### config.mk
export PLATFORM = sky130hd
export DESIGN_NAME = dircc_hps_mailbox
export DESIGN_NICKNAME = d
export VERILOG_FILES = /design/src/rtl/dircc_hps_mailbox.sv
export SDC_FILE = /design/constraint.sdc
export NUM_CORES = 1
export LEC_CHECK = 0
export ABC_AREA = 1
export CAP_MARGIN = 40
export CORE_MARGIN = 2
export CORE_UTILIZATION = 35
export DETAILED_ROUTE_END_ITERATION = 12
export GPL_TIMING_DRIVEN = 0
export HOLD_SLACK_MARGIN = 0.05
export RECOVER_POWER = 100
export REMOVE_ABC_BUFFERS = 1
export SYNTH_ARGS = -nofsm -noshare
export SYNTH_HDL_FRONTEND = slang
export SYNTH_SLANG_ARGS = --single-unit
export TNS_END_PERCENT = 50
### constraint.sdc
create_clock -name clk_clk -period 3.8 [get_ports clk_clk]
set_input_delay 0.76 -clock clk_clk [delete_from_list [all_inputs] [get_ports clk_clk]]
set_output_delay 0.76 -clock clk_clk [all_outputs]
set_load 0.1 [all_outputs]
### src/rtl/dircc_hps_mailbox.sv
// HPS lightweight-bridge mailbox: Avalon-MM register window over a store-and-forward
// TX FIFO feeding the fabric stream and an RX FIFO filled from the fabric stream.
module dircc_hps_mailbox #(
  parameter int DATA_W     = 32,
  parameter int DEPTH_LOG2 = 4
) (
  input  logic              clk_clk,
  input  logic              reset_reset_n,
  input  logic [1:0]        avs_address,
  input  logic              avs_write,
  input  logic [DATA_W-1:0] avs_writedata,
  input  logic              avs_read,
  output logic [DATA_W-1:0] avs_readdata,
  output logic              irq,
  output logic [DATA_W-1:0] tx_data,
  output logic              tx_last,
  output logic              tx_valid,
  input  logic              tx_ready,
  input  logic [DATA_W-1:0] rx_data,
  input  logic              rx_last,
  input  logic              rx_valid,
  output logic              rx_ready
);

  localparam int DEPTH = 1 << DEPTH_LOG2;
  localparam int CW    = DEPTH_LOG2 + 1;
  localparam logic [CW-1:0] FULL_CNT = CW'(DEPTH);

  typedef enum logic {IDLE, SEND} state_t;
  state_t state;

  logic [DATA_W:0]         tx_mem [DEPTH];
  logic [DATA_W:0]         rx_mem [DEPTH];
  logic [DEPTH_LOG2-1:0]   tx_wp, tx_rp, rx_wp, rx_rp;
  logic [CW-1:0]           tx_count, rx_count, pkt_cnt;
  logic [CW-1:0]           tx_count_nxt, pkt_cnt_nxt;
  logic                    tx_overflow, rx_underflow, irq_en;
  logic                    tx_full, tx_empty, rx_full, rx_empty;
  logic                    wr_status, wr_tx, wr_end, rd_rx;
  logic                    tx_push, tx_end_push, tx_pop, tx_last_pop;
  logic                    rx_push, rx_pop, rx_head_last;
  logic [31:0]             status;

  assign tx_full  = (tx_count == FULL_CNT);
  assign tx_empty = (tx_count == '0);
  assign rx_full  = (rx_count == FULL_CNT);
  assign rx_empty = (rx_count == '0);

  assign wr_status = avs_write && (avs_address == 2'd0);
  assign wr_tx     = avs_write && (avs_address == 2'd1 || avs_address == 2'd2);
  assign wr_end    = avs_write && (avs_address == 2'd2);
  assign rd_rx     = avs_read && (avs_address == 2'd3);

  // Streams: a word moves exactly on a cycle where valid and ready are both high.
  assign tx_push     = wr_tx && !tx_full;
  assign tx_end_push = wr_end && !tx_full;
  assign tx_valid    = (state == SEND) && !tx_empty;
  assign {tx_last, tx_data} = tx_mem[tx_rp];
  assign tx_pop      = tx_valid && tx_ready;
  assign tx_last_pop = tx_pop && tx_last;

  assign rx_ready = !rx_full;
  assign rx_push  = rx_valid && rx_ready;
  assign rx_pop   = rd_rx && !rx_empty;

  assign tx_count_nxt = tx_count + CW'(tx_push) - CW'(tx_pop);
  assign pkt_cnt_nxt  = pkt_cnt + CW'(tx_end_push) - CW'(tx_last_pop);

  assign rx_head_last = !rx_empty && rx_mem[rx_rp][DATA_W];
  assign status = {8'd0, 8'(tx_count), 8'(rx_count), irq_en, rx_underflow, tx_overflow,
                   rx_head_last, rx_empty, rx_full, tx_empty, tx_full};

  assign irq = irq_en && !rx_empty;

  always_ff @(posedge clk_clk) begin
    if (tx_push) tx_mem[tx_wp] <= {wr_end, avs_writedata};
    if (rx_push) rx_mem[rx_wp] <= {rx_last, rx_data};
  end

  always_ff @(posedge clk_clk or negedge reset_reset_n) begin
    if (!reset_reset_n) begin
      tx_wp        <= '0;
      tx_rp        <= '0;
      rx_wp        <= '0;
      rx_rp        <= '0;
      tx_count     <= '0;
      rx_count     <= '0;
      pkt_cnt      <= '0;
      tx_overflow  <= 1'b0;
      rx_underflow <= 1'b0;
      irq_en       <= 1'b0;
      avs_readdata <= '0;
    end else begin
      if (tx_push) tx_wp <= tx_wp + 1'b1;
      if (tx_pop)  tx_rp <= tx_rp + 1'b1;
      if (rx_push) rx_wp <= rx_wp + 1'b1;
      if (rx_pop)  rx_rp <= rx_rp + 1'b1;
      tx_count <= tx_count_nxt;
      rx_count <= rx_count + CW'(rx_push) - CW'(rx_pop);
      pkt_cnt  <= pkt_cnt_nxt;

      if (wr_status) begin
        irq_en <= avs_writedata[7];
        if (avs_writedata[5]) tx_overflow  <= 1'b0;
        if (avs_writedata[6]) rx_underflow <= 1'b0;
      end
      if (wr_tx && tx_full)   tx_overflow  <= 1'b1;
      if (rd_rx && rx_empty)  rx_underflow <= 1'b1;

      if (avs_read) begin
        case (avs_address)
          2'd0:    avs_readdata <= DATA_W'(status);
          2'd3:    avs_readdata <= rx_pop ? rx_mem[rx_rp][DATA_W-1:0] : '0;
          default: avs_readdata <= '0;
        endcase
      end
    end
  end

  // Leaving a packet re-evaluates the start condition on the same edge, so consecutive
  // packets go out without a gap. A full FIFO forces sending to avoid deadlock.
  always_ff @(posedge clk_clk or negedge reset_reset_n) begin
    if (!reset_reset_n) begin
      state <= IDLE;
    end else if (state == IDLE || tx_last_pop) begin
      state <= (pkt_cnt_nxt != '0 || tx_count_nxt == FULL_CNT) ? SEND : IDLE;
    end
  end

endmodule

# [Yosys cells after proc, flatten, opt, wreduce, memory -nomap -nowiden]
# Memories as Yosys holds them, arrays and structs flattened.
# Index checks and enable logic that the tools add are counted.
# Widths: inputs -> output; s select.
[op_classes] n_addsub=10 n_eq_ne=6 mux=13 bitwise=1 n_reduce_logical=32
[ops] op="$pmux 32 s2" count=1
[ops] op="$mux 32" count=1
[ops] op="$add 4x1->4 const B" count=4
[ops] op="$add 5x1->5" count=3
[ops] op="$eq 5x5->1 const B" count=3
[ops] op="$logic_and 1x1->1" count=15
[ops] op="$sub 5x1->5" count=3
[ops] op="$mux 1" count=11
[ops] op="$logic_not 5->1" count=2
[ops] op="$reduce_bool 2->1" count=4
[ops] op="$reduce_bool 5->1" count=1
[ops] op="$eq 2x2->1 const B" count=2
[ops] op="$logic_not 1->1" count=4
[ops] op="$reduce_and 2->1" count=2
[ops] op="$logic_or 1x1->1" count=3
[ops] op="$eq 2x1->1 const B" count=1
[ops] op="$logic_not 2->1" count=1
[ops] op="$not 1->1" count=1
[totals] register_bits=67 mem_bits_rw=1056 wordCells=76 memories=2
[memory_table] name="rx_mem" words=16 width=33 read_ports=1 rd_ports_with_merged_regs=0 write_ports=1 line_no="33" text="logic [DATA_W:0] rx_mem [DEPTH];"
[memory_table] name="tx_mem" words=16 width=33 read_ports=1 rd_ports_with_merged_regs=0 write_ports=1 line_no="32" text="logic [DATA_W:0] tx_mem [DEPTH];"

# [Depth between registers and ports, before layout]
# Gate-level depths: netlist of run 1.
[depth] depth_word=9 depth_mapped=20 mapped_depth_nobuf=20

# [Worst setup path after synthesis of run 1]
# No wires, ideal clock.
[synth_timing] path_kind="reg-to-reg" startpoint="reg rx_count[2]" endpoint="mem rx_mem[0][0] (netlist name), enable pin" setup_ns=0.423 t_arrival_ns=3.316 path_slack_ns=0.061 stages_incl_launch_ff=10 synth_period_minus_slack_ns=3.739 path_cell_list="dfrtp_1 inv_1 ha_1 nand2_1 nor2_1 nand2_1 nand2_1 inv_1 nand2_1 nor2_1"
[synth_between] elab_chain_len=5
[synth_lines] item="start: declaration" line_no="35" text="logic [CW-1:0] tx_count, rx_count, pkt_cnt;"
[synth_lines] item="start signal: assignment" line_no="99" text="rx_count <= rx_count + CW'(rx_push) - CW'(rx_pop);"
[synth_lines] item="$eq 5x5->1" line_no="46" text="assign rx_full = (rx_count == FULL_CNT);"
[synth_lines] item="$logic_not 1->1" line_no="62" text="assign rx_ready = !rx_full;"
[synth_lines] item="net rx_ready" line_no="22" text="output logic rx_ready"
[synth_lines] item="$logic_and 1x1->1" line_no="63" text="assign rx_push = rx_valid && rx_ready;"
[synth_lines] item="$mux 1" line_no="77" text="if (rx_push) rx_mem[rx_wp] <= {rx_last, rx_data};"
[synth_lines] item="$mux 1 (not written as such)" line_no="77"
[synth_lines] item="end: declaration" line_no="33"
# The timed path passes the listed nets, and every way through them passes these cells.

# [Worst setup path after layout of run 1]
[layout_timing] startpoint="reg tx_rp[0]" endpoint="out tx_data[22]"
[layout_between] elab_chain_len=1
[layout_lines] item="start: declaration" line_no="34" text="logic [DEPTH_LOG2-1:0] tx_wp, tx_rp, rx_wp, rx_rp;"
[layout_lines] item="start signal: assignment" line_no="95" text="if (tx_pop) tx_rp <= tx_rp + 1'b1;"
[layout_lines] item="$mem_v2 16x33"
[layout_lines] item="end: declaration" line_no="15" text="output logic [DATA_W-1:0] tx_data,"
# No other way between the ends.

==> results of run 1 <==
synthesized netlist by cell type (all sizes together):
cell type     n  area (µm²)
nor2        722        2710
a22oi         8        60.1
xnor2         7        61.3
o21ai       461        2310
ha           30         375
a31oi         1        6.26
or2           1        6.26
dfrtp        67        1680
o211ai      130         976
a21oi        10        50.1
fa            3        60.1
clkbuf      106         398
nand2       325        1220
o22ai        37         231
nand3       254        1270
o221ai       54         473
nand3b        1        7.51
nor3          2        10.0
edfxtp     1056       31700
buf         118         714
a32oi         1        8.76
clkinv        2        7.51
nand4         5        31.3
inv         139         522
xor2         15         131
layout make-up:
type / count / area [µm²]
multi-input combinational: 2067 / 10300
inverter: 141 / 591
antenna: 6 / 15.0
timing repair buffer: 311 / 5400
clock buffer: 140 / 2940
timing repair inverter: 3 / 28.8
tap: 1662 / 2080
clock inverter: 67 / 702
fill: 11300 / 72300
sequential: 1123 / 33400
critical path: stages, from the launching register on:
cell and delay, ns:
dfrtp_4 0.56, buf_6 0.21, buf_16 0.21, o21ai_0 0.12, o221ai_1 0.19, nand3_1 0.10, nand2_1 0.13, clkdlybuf4s50_1 0.54
buf_12 0.18
per-layer routing:
metal,part of all wire,wire (µm),vias to the layer above
met2,0.48,59400,1261
met4,0.027,3410,18
met5,0.00092,115,-
li1,-,-,13300
met3,0.078,9740,271
met1,0.42,51900,14400
cells by family (layout without fill, tap and decap cells):
| kind of cell | Yosys count | count (layout) | share of synthesized area |
|---|---|---|---|
| compound gates | 702 | 702 | 0.0913 |
| xor+xnor | 22 | 22 | 0.00428 |
| fa+ha+maj | 33 | 33 | 0.00967 |
| buf+inv | 365 | 662 | 0.0365 |
| flops | 1123 | 1123 | 0.742 |
| other cells | 0 | 6 | 0 |
| simple gates | 1310 | 1310 | 0.117 |
sequential cells by signal, summed over array words and instances (netlist names):
register      cells
rx_underflow      1
pkt_cnt           5
irq_en            1
tx_overflow       1
rx_count          5
tx_rp             4
tx_mem          528
tx_count          5
rx_rp             4
tx_wp             4
state             1
avs_readdata     32
rx_mem          528
rx_wp             4
placed cells by master, fill, tap and decap left out, types with 6 or more instances in the layout:
cell and count:
dlygate4sd3_1 67, bufinv_16 12, ha_1 30, o21ai_1 94, buf_12 44, buf_4 10
nand3_1 252, o211ai_1 130, dfrtp_4 7, clkbuf_1 25, o22ai_1 37, buf_8 29
clkinv_2 21, clkdlybuf4s50_1 41, xor2_1 15, nand2_1 321, a21oi_1 10, o21ai_0 367
edfxtp_1 1056, xnor2_1 7, buf_16 90, dlygate4sd2_1 11, clkinv_1 23, a22oi_1 8
o221ai_1 54, nor2_1 689, inv_1 130, clkbuf_16 115, nor2_4 33, diode_2 6
dfrtp_1 59
power groups by stage:
stage / clock network, mW / logic, mW / registers, mW
4_1_cts: 11.2 / 19.7 / 15.5
6_report: 11.0 / 19.7 / 15.5
5_1_grt: 11.6 / 21.1 / 15.6
2_1_floorplan: 0 / 9.47 / 16.6
3_3_place_gp: 0 / 12.4 / 16.8
3_5_place_dp: 0 / 18.2 / 16.0
per-stage QoR:
stage               hold slack (ns)   util
finish                        0.480  0.434
global route                  0.501  0.434
CTS                           0.436  0.434
detailed placement            0.465  0.400
global placement              0.468  0.371
floorplan                     0.449      -
path summary, 6_finish.rpt:
kind                                         end  slack, ns  cells after the start              from
min in group asynchronous       avs_readdata[15]       0.86                      2     reset_reset_n
worst min register to register  avs_readdata[31]       0.48                      2  avs_readdata[31]
max in group asynchronous               tx_rp[0]       0.52                      3     reset_reset_n
worst max-delay path                 tx_data[22]       0.06                      8          tx_rp[0]
worst min-delay path            avs_readdata[31]       0.48                      2  avs_readdata[31]
worst max register to register             state       0.19                     20       tx_count[3]
repair_timing:
action	in CTS	in global routing
buffers inserted	17	1
hold buffers	1	0
setup endpoints to repair	34	14
hold endpoints to repair	14	0
cloned	17	4
pin swaps	2	4
resized for setup	56	17
==> flow_metrics.tcl, run 1 <==
set metrics [dict create \
    outcome "finished, violations left" \
    violations "max-capacitance violations, max-slew violations" \
    areaGrowthSynthToFinish_pct 23.1 \
    finalSetupTns_ns 0 \
    hp-class "reg -> reg" \
    clockBufferDepth 3 \
    syn_area_um2 45000 \
    met3_usage 0.0348 \
    final_cell_area_um2 55400 \
    first_global_vias 28100 \
    use_met2 0.306 \
    syn_area_per_cell_um2 12.7 \
    power.density_nw_per_um2 834 \
    p_clk_frac 0.238 \
    clock_skew_ns 0.0242 \
    wire_per_inst_um 22.6 \
    arrival_ns 2.98 \
    io_pins 141 \
    finalSetupViolations 0 \
    place_congestion 0.729 \
    combinationalPowerShare 0.426 \
    core_um2 128000 \
    rows 131 \
    synth-seq-cells 1123 \
    finalNetCount 3863 \
    min_period_ns 3.74 \
    place.detailed.hpwl_um 65200 \
    setup_ws_ns 0.0593 \
    synth_cells 3555 \
    maxCapViolCount 1 \
    switching_share 0.395 \
    gr-total-overflow 0 \
    critical_path_required_ns 3.04 \
    worstSetupEndpointType "output port" \
    io_buffers 140 \
    track_usage 0.185 \
    via_count 29200 \
    clkTransAtPathRegs_ns 0.06 \
    switchingPower_mw 18.3 \
    ys_types 30 \
    cts_tree "built" \
    initial_core_util 0.353 \
    internal-power_mw 28.0 \
    grt_max_degree 119 \
    yosysSeqAreaShare 0.742 \
    die_width_um 363 \
    die_h_um 363 \
    numCtsBuffers 110 \
    ir_drop_mv 0.571 \
    drive_gt1_frac 0.106 \
    clk_latency_ns 0.72 \
    wl_um 125000 \
    place_ws_ns -0.455 \
    grt_pass1_wl_um 182000 \
    path_max_fanout 36 \
    die_area_um2 132000 \
    slew_headroom -0.0324 \
    dr.pass1.iters 5 \
    htreeDepth 3 \
    busiest_layer "met2" \
    critPathKind "reg -> out" \
    antenna_found_initial 20 \
    rsz0062_at_grt "yes" \
    p_leak_nw 19.1 \
    fmaxAchievable_mhz 267 \
    hold_violations 0 \
    clock_sinks 1123 \
    placed_area_um2 51000 \
    slew_viol_final 54 \
    period_share 0.984 \
    worst_pin_slew_ns 1.55 \
    critPathLaunchType "flop" \
    drc 0 \
    total_power_mw 46.2 \
    drtIter0Drc 3299 \
    ctsRootBufferMaster "clkbuf_16" \
    ant_nets 0 \
    seqPwrFrac 0.336 \
    place_inst 5282 \
    via_per_inst 5.30 \
    instances_no_fill 5520 \
    synth_warnings 0 \
    use_met1 0.248 \
]
No activity file was read; power rests on OpenSTA's default activity.
==> run 2: changes to the inputs <==
- CTS_CLUSTER_DIAMETER: not set -> 200
==> results of run 2 <==
The final DEF is identical to that of run 1; final timing and power are the same.
